File: config.mk
export PLATFORM = sky130hd
export DESIGN_NAME = fog_sq_demod_accum_flat
export DESIGN_NICKNAME = d
export VERILOG_FILES = /design/src/rtl/fog_pkg.sv /design/src/rtl/fog_sq_demod_accum_if.sv /design/src/rtl/fog_mod_phase_cnt.sv /design/src/rtl/fog_sq_demod_accum.sv /design/src/flat_wrapper.sv
export SDC_FILE = /design/constraint.sdc
export NUM_CORES = 1
export LEC_CHECK = 0
export CAP_MARGIN = 5
export CELL_PAD_IN_SITES_DETAIL_PLACEMENT = 1
export CELL_PAD_IN_SITES_GLOBAL_PLACEMENT = 1
export CORE_AREA = 4 4 127 92
export CTS_BUF_LIST = sky130_fd_sc_hd__clkbuf_4 sky130_fd_sc_hd__clkbuf_8 sky130_fd_sc_hd__clkbuf_16
export DETAILED_ROUTE_END_ITERATION = 10
export DIE_AREA = 0 0 131 96
export GPL_ROUTABILITY_DRIVEN = 0
export GPL_TIMING_DRIVEN = 0
export HOLD_SLACK_MARGIN = 0.1
export PLACE_DENSITY = 0.79
export SYNTH_ARGS = -nofsm -noshare
export SYNTH_HDL_FRONTEND = slang
export SYNTH_HIERARCHICAL = 1
export SYNTH_SLANG_ARGS = --single-unit
File: constraint.sdc
create_clock -name clk -period 4.43 [get_ports clk]
set_input_delay 0.886 -clock clk [delete_from_list [all_inputs] [get_ports clk]]
set_output_delay 0.886 -clock clk [all_outputs]
set_load 0.02 [all_outputs]
File: src/rtl/fog_pkg.sv
// Shared types and helpers for the square-wave demodulator slice.
// Contents: demod_state_t (IDLE/POS/NEG), DOUT_W (output error word width),
//           acc_width() (overflow-free accumulator width for a given ADC width
//           and half-period length).
package fog_pkg;

  typedef enum logic [1:0] {
    IDLE = 2'd0,
    POS  = 2'd1,
    NEG  = 2'd2
  } demod_state_t;

  localparam int unsigned DOUT_W = 32;

  // One period integrates at most 2*half_period samples, so adding that many
  // bits of growth plus a sign-guard bit keeps the sum exact.
  function automatic int unsigned acc_width(input int unsigned adc_w,
                                            input int unsigned half_period);
    return adc_w + $clog2(2 * half_period) + 1;
  endfunction

endpackage

File: src/rtl/fog_sq_demod_accum_if.sv
// ADC-side and filter-side signal bundle of the square-wave demodulator.
// master: drives en/adc_valid/adc_data, observes mod_out/dout/trig/half_cnt.
// slave : the demodulator itself.
interface fog_sq_demod_accum_if
  import fog_pkg::*;
#(
  parameter int unsigned ADC_W = 16,
  parameter int unsigned CNT_W = 6
);

  logic                     en;
  logic                     adc_valid;
  logic signed [ADC_W-1:0]  adc_data;
  logic                     mod_out;
  logic signed [DOUT_W-1:0] dout;
  logic                     trig;
  logic [CNT_W-1:0]         half_cnt;

  modport master (
    output en, adc_valid, adc_data,
    input  mod_out, dout, trig, half_cnt
  );

  modport slave (
    input  en, adc_valid, adc_data,
    output mod_out, dout, trig, half_cnt
  );

endinterface

File: src/rtl/fog_mod_phase_cnt.sv
// Modulation phase sequencer: IDLE/POS/NEG state machine, per-half sample
// counter and registered modulation sign.
// Ports:
//   clk, rst        clock, synchronous active-high reset
//   en              level enable; low forces IDLE on the next cycle
//   adc_valid       sample strobe; counter advances only on strobes
//   mod_out         registered modulation sign (1 = POS half)
//   half_cnt        sample index within the current half
//   is_integrating  current sample lies past the settling skip (en-qualified)
//   is_neg          current half is the negative half
//   period_done     this strobe is the final NEG sample of an enabled period
module fog_mod_phase_cnt
  import fog_pkg::*;
#(
  parameter int unsigned HALF_PERIOD = 64,
  parameter int unsigned SKIP        = 8,
  parameter int unsigned CNT_W       = $clog2(HALF_PERIOD)
) (
  input  logic             clk,
  input  logic             rst,
  input  logic             en,
  input  logic             adc_valid,
  output logic             mod_out,
  output logic [CNT_W-1:0] half_cnt,
  output logic             is_integrating,
  output logic             is_neg,
  output logic             period_done
);

  demod_state_t     state_q, state_d;
  logic [CNT_W-1:0] cnt_q, cnt_d;
  logic             mod_q;
  logic             past_skip;
  logic             last_sample;

  // With no skip every sample integrates; avoids an always-true compare.
  if (SKIP == 0) begin : g_no_skip
    assign past_skip = 1'b1;
  end else begin : g_skip
    assign past_skip = (cnt_q >= CNT_W'(SKIP));
  end

  assign last_sample    = (cnt_q == CNT_W'(HALF_PERIOD - 1));
  assign is_neg         = (state_q == NEG);
  assign is_integrating = en && (state_q != IDLE) && past_skip;
  assign mod_out        = mod_q;
  assign half_cnt       = cnt_q;

  // State, counter and sign registers; mod_out follows the next state.
  always_ff @(posedge clk) begin
    if (rst) begin
      state_q <= IDLE;
      cnt_q   <= '0;
      mod_q   <= 1'b0;
    end else begin
      state_q <= state_d;
      cnt_q   <= cnt_d;
      mod_q   <= (state_d == POS);
    end
  end

  // Next-state and counter logic; en low aborts the period from any state.
  always_comb begin
    state_d     = state_q;
    cnt_d       = cnt_q;
    period_done = 1'b0;
    case (state_q)
      IDLE: begin
        cnt_d = '0;
        if (en) state_d = POS;
      end
      POS: begin
        if (!en) begin
          state_d = IDLE;
          cnt_d   = '0;
        end else if (adc_valid) begin
          if (last_sample) begin
            state_d = NEG;
            cnt_d   = '0;
          end else begin
            cnt_d = cnt_q + CNT_W'(1);
          end
        end
      end
      NEG: begin
        if (!en) begin
          state_d = IDLE;
          cnt_d   = '0;
        end else if (adc_valid) begin
          if (last_sample) begin
            state_d     = POS;
            cnt_d       = '0;
            period_done = 1'b1;
          end else begin
            cnt_d = cnt_q + CNT_W'(1);
          end
        end
      end
      default: begin
        state_d = IDLE;
        cnt_d   = '0;
      end
    endcase
  end

endmodule

File: src/rtl/fog_sq_demod_accum.sv
// Square-wave demodulator feeding the gated moving-average filter: integrates
// +samples in the positive half and -samples in the negative half (after a
// settling skip) and emits one signed error word per full modulation period.
// Ports:
//   clk, rst       clock, synchronous active-high reset
//   bus (slave)    en, adc_valid, adc_data in; mod_out, dout, trig, half_cnt out
module fog_sq_demod_accum
  import fog_pkg::*;
#(
  parameter int unsigned HALF_PERIOD = 64,
  parameter int unsigned SKIP        = 8,
  parameter int unsigned ADC_W       = 16,
  parameter int unsigned CNT_W       = $clog2(HALF_PERIOD)
) (
  input  logic          clk,
  input  logic          rst,
  fog_sq_demod_accum_if.slave bus
);

  localparam int unsigned ACC_W = acc_width(ADC_W, HALF_PERIOD);

  // Elaboration-time parameter sanity.
  if (HALF_PERIOD < 2) begin : g_bad_half_period
    $error("fog_sq_demod_accum: HALF_PERIOD must be >= 2");
  end
  if (SKIP >= HALF_PERIOD) begin : g_bad_skip
    $error("fog_sq_demod_accum: SKIP must be < HALF_PERIOD");
  end
  if (ACC_W > DOUT_W) begin : g_bad_acc_w
    $error("fog_sq_demod_accum: accumulator wider than dout");
  end

  logic                     is_integrating;
  logic                     is_neg;
  logic                     period_done;
  logic signed [ACC_W-1:0]  acc_q;
  logic signed [ACC_W-1:0]  acc_upd;
  logic signed [ACC_W-1:0]  sample_ext;
  logic signed [DOUT_W-1:0] dout_q;
  logic                     trig_q;

  fog_mod_phase_cnt #(
    .HALF_PERIOD (HALF_PERIOD),
    .SKIP        (SKIP),
    .CNT_W       (CNT_W)
  ) u_phase (
    .clk            (clk),
    .rst            (rst),
    .en             (bus.en),
    .adc_valid      (bus.adc_valid),
    .mod_out        (bus.mod_out),
    .half_cnt       (bus.half_cnt),
    .is_integrating (is_integrating),
    .is_neg         (is_neg),
    .period_done    (period_done)
  );

  assign sample_ext = ACC_W'(bus.adc_data);
  assign bus.dout   = dout_q;
  assign bus.trig   = trig_q;

  // Accumulator value including the current sample, when it counts.
  always_comb begin
    acc_upd = acc_q;
    if (bus.adc_valid && is_integrating) begin
      acc_upd = is_neg ? (acc_q - sample_ext) : (acc_q + sample_ext);
    end
  end

  // Accumulator and output registers; en low discards the partial period.
  always_ff @(posedge clk) begin
    if (rst) begin
      acc_q  <= '0;
      dout_q <= '0;
      trig_q <= 1'b0;
    end else begin
      trig_q <= period_done;
      if (!bus.en) begin
        acc_q <= '0;
      end else if (period_done) begin
        dout_q <= DOUT_W'(acc_upd);
        acc_q  <= '0;
      end else begin
        acc_q <= acc_upd;
      end
    end
  end

endmodule
File: src/flat_wrapper.sv
// flat-port wrapper written by rule: the top's interface ports become plain ports
module fog_sq_demod_accum_flat import fog_pkg::*;
#(
  parameter int unsigned HALF_PERIOD = 64,
  parameter int unsigned SKIP        = 8,
  parameter int unsigned ADC_W       = 16,
  parameter int unsigned CNT_W       = $clog2(HALF_PERIOD)
)
  (clk, rst, bus_en, bus_adc_valid, bus_adc_data, bus_mod_out, bus_dout, bus_trig, bus_half_cnt);
  fog_sq_demod_accum_if #(.ADC_W(ADC_W), .CNT_W(CNT_W)) bus_i ();
  input  logic clk;
  input  logic rst;
  input wire logic [$bits(bus_i.en)-1:0] bus_en;
  input wire logic [$bits(bus_i.adc_valid)-1:0] bus_adc_valid;
  input wire logic [$bits(bus_i.adc_data)-1:0] bus_adc_data;
  output wire logic [$bits(bus_i.mod_out)-1:0] bus_mod_out;
  output wire logic [$bits(bus_i.dout)-1:0] bus_dout;
  output wire logic [$bits(bus_i.trig)-1:0] bus_trig;
  output wire logic [$bits(bus_i.half_cnt)-1:0] bus_half_cnt;
  assign bus_i.en = bus_en;
  assign bus_i.adc_valid = bus_adc_valid;
  assign bus_i.adc_data = bus_adc_data;
  assign bus_mod_out = bus_i.mod_out;
  assign bus_dout = bus_i.dout;
  assign bus_trig = bus_i.trig;
  assign bus_half_cnt = bus_i.half_cnt;
  fog_sq_demod_accum #(.HALF_PERIOD(HALF_PERIOD), .SKIP(SKIP), .ADC_W(ADC_W), .CNT_W(CNT_W)) u_core (.clk(clk), .rst(rst), .bus(bus_i));
endmodule
==> metrics <==
P&R area growth vs syn 26.4%; vias 4215; R2R Path End u_core/bus.dout[16]; CTS root buf clkbuf_16; most frequent cell after synthesis nor2_1; TritonCTS Sinks 58; r2r setup slk 0.36 ns; antenna-violating nets left 0; register area share after synthesis 27.5%; Total Power 0.00137 W; Critical Path AT 4.56 ns; Core ar. 10400 µm²; FMAX 231 MHz; crit end category flip-flop; share of cells above drive strength 1 12.8%; crit start category primary input; post-DP HPWL 10.9 mm; vias in the first global route 4264; fin crit period 4.33 ns; status finished clean; Layout Nets 649; Async SR Flop Fraction 0%; I/O pin count 60; port buffer count 58; min setup slack post-route 0.104 ns; Worst Tran Pin Value 0.582 ns; top cell type's share of synthesized area 27.5%; WHS 0.476 ns; Slew Limit Fails 0; crit share post-route 97.7%; Max VDD drop 0.000216 V; final setup violation count 0; final WL 13.9 mm; Antenna diodes 0; Post-synth EDFFs 0; Yosys reg bits 58; drt drc 0; Total Routing Usage GR 22.3%; CP peak stage delay 0.49 ns; critical path required time 4.66 ns; top post-synthesis cells by area dfxtp_1, ha_1, nor2_1; Starting Density 40.7%; Clk Latency, worst-skew pair 0.32 ns; fin cells 734; worst setup path start bus_adc_data[4]; pin count of the biggest net entering global routing 12; clk slew on worst S/H paths 0.05 ns; synth warn 6; synthesized area 4220 µm²; syn_area_per_cell 8.01 µm²; count of different cell masters after synthesis 74; cts bufs inserted 9; Mapped Nets 578; worst reg2reg path startpoint u_core/u_phase/state_q[1]; Max-Cap Viols 0; fillers 1245; gr ovfl total 0; CTS H-tree depth 3; 1st-pass router iterations 5; Crit Path Max Fanout 6; die height 96 µm; vias per cell 5.74; utilization after layout 51.5%; initial antenna violation count 0; clock buffer depth 2; total die area 12600 µm²; worst slack, placed -0.547 ns; WL per Instance 19.0 µm; PD cells 258 nW/µm²; synth cell count leaders nor2_1, a21oi_1, dfxtp_1; global-route wire length before repair 22.3 mm; predominant post-synthesis flop cell dfxtp_1; Mapped Cells 526; Final Hold Vio Count 0; clock skew 0.0105 ns; worst path cell trace clkdlybuf4s50_1, nor4_4, buf_4, a21oi_1, xnor2_1, ha_1, a21o_2, a221oi_1, o21ai_2, o22ai_4, o31ai_1, xor2_1, mux2i_2, a211oi_1; r2r worst-path depth 13; Max stage delay cell, worst path clkdlybuf4s50_1; 1st-iter DRT viols 343; Die W 131 µm; HP Class flip-flop to flip-flop; worst hold stages 2; TritonCTS clock tree yes; Setup CP Type primary input to flip-flop; relative slew slack 61.2%; Leak Pwr 2.02 nW; FP Rows 31; Critical Path End u_core/bus.dout[16]; hold_buf cts 0; area leader, netlist dfxtp_1; Placed Cells incl. Taps 716
worst min-delay path by stage:
stage	start	to	slack (ns)
floorplan	u_core/acc_q[21]	u_core/acc_q[21]	0.45
CTS	u_core/bus.dout[19]	u_core/bus.dout[19]	0.48
finish	u_core/bus.dout[19]	u_core/bus.dout[19]	0.48
detailed placement	u_core/bus.dout[19]	u_core/bus.dout[19]	0.46
global route	u_core/bus.dout[19]	u_core/bus.dout[19]	0.52
global placement	u_core/bus.dout[19]	u_core/bus.dout[19]	0.46
final cells by class:
type / count / area, µm² / share of cell area, %
clock inverter: 5 / 53.8 / 1.01
inverter: 14 / 52.6 / 0.986
timing repair buffer: 60 / 596 / 11.2
multi-input combinational: 417 / 2790 / 52.4
sequential: 58 / 1160 / 21.8
clock buffer: 11 / 246 / 4.62
buffer: 37 / 262 / 4.91
tap: 132 / 165 / 3.10
per-layer routing:
layer | part of all wire (%) | track usage (%)
met5 | 0 | 0
met3 | 6.2 | 2.77
met2 | 42 | 33.2
met4 | 0.29 | 3.77
met1 | 52 | 34.4
logic make-up (layout without fill, tap and decap cells):
family / after synthesis / after routing / synth area share (%)
muxes: 6 / 6 / 1.42
adders and majority gates: 32 / 32 / 9.68
DFF: 58 / 58 / 27.5
buffers and inverters: 51 / 127 / 7.45
and+or+nand+nor: 195 / 195 / 23.1
AOI/OAI and AO/OA: 151 / 151 / 24.0
xor gates and xnor gates: 33 / 33 / 6.86
report_power, final:
group / switching, W / internal (W) / total [W]
logic: 0.0000904 / 0.0000639 / 0.000154
clock network: 0.000239 / 0.000454 / 0.000693
registers: 0.00000190 / 0.000524 / 0.000526
metrics by stage:
step	setup TNS [ns]	instance area [µm²]
2_1_floorplan	0	4220
3_3_place_gp	-1.09	4960
3_5_place_dp	-2.29	4960
4_1_cts	0	5270
5_1_grt	-0.0232	5330
6_report	0	5330
layout by cell type (no fill, tap or decap), types with 14 or more instances in the layout:
master / count
buf_4: 14
a211oi_1: 15
nor2_1: 85
inv_1: 14
clkdlybuf4s50_1: 58
clkbuf_1: 15
xnor2_1: 23
a21oi_1: 58
ha_1: 31
nand2_1: 34
nor3_1: 16
dfxtp_1: 58
worst max-delay path: cells and delay by family:
family / cells / cell delay (ns)
multiplexers: 1 / 0.16
AND/OR/NAND/NOR: 1 / 0.44
XOR/XNOR: 2 / 0.57
AO/OA/AOI/OAI: 7 / 1.44
adder cells (fa/ha/maj): 1 / 0.37
buffers and inverters: 2 / 0.68
sequential cells by signal, summed over array words and instances (netlist names):
register                 count
u_core/acc_q                24
u_core/bus.dout             24
u_core/bus.trig              1
u_core/u_phase/half_cnt      6
u_core/u_phase/mod_out       1
u_core/u_phase/state_q       2
timing repair:
item | 4_1_cts | 5_1_grt
endpoints found under the setup margin | 2 | 10
pin swaps | 0 | 1
endpoints found under the hold margin | 0 | 0
setup buffers | 0 | 2
resized for setup | 2 | 11
Power figures use the tool's default switching activity.
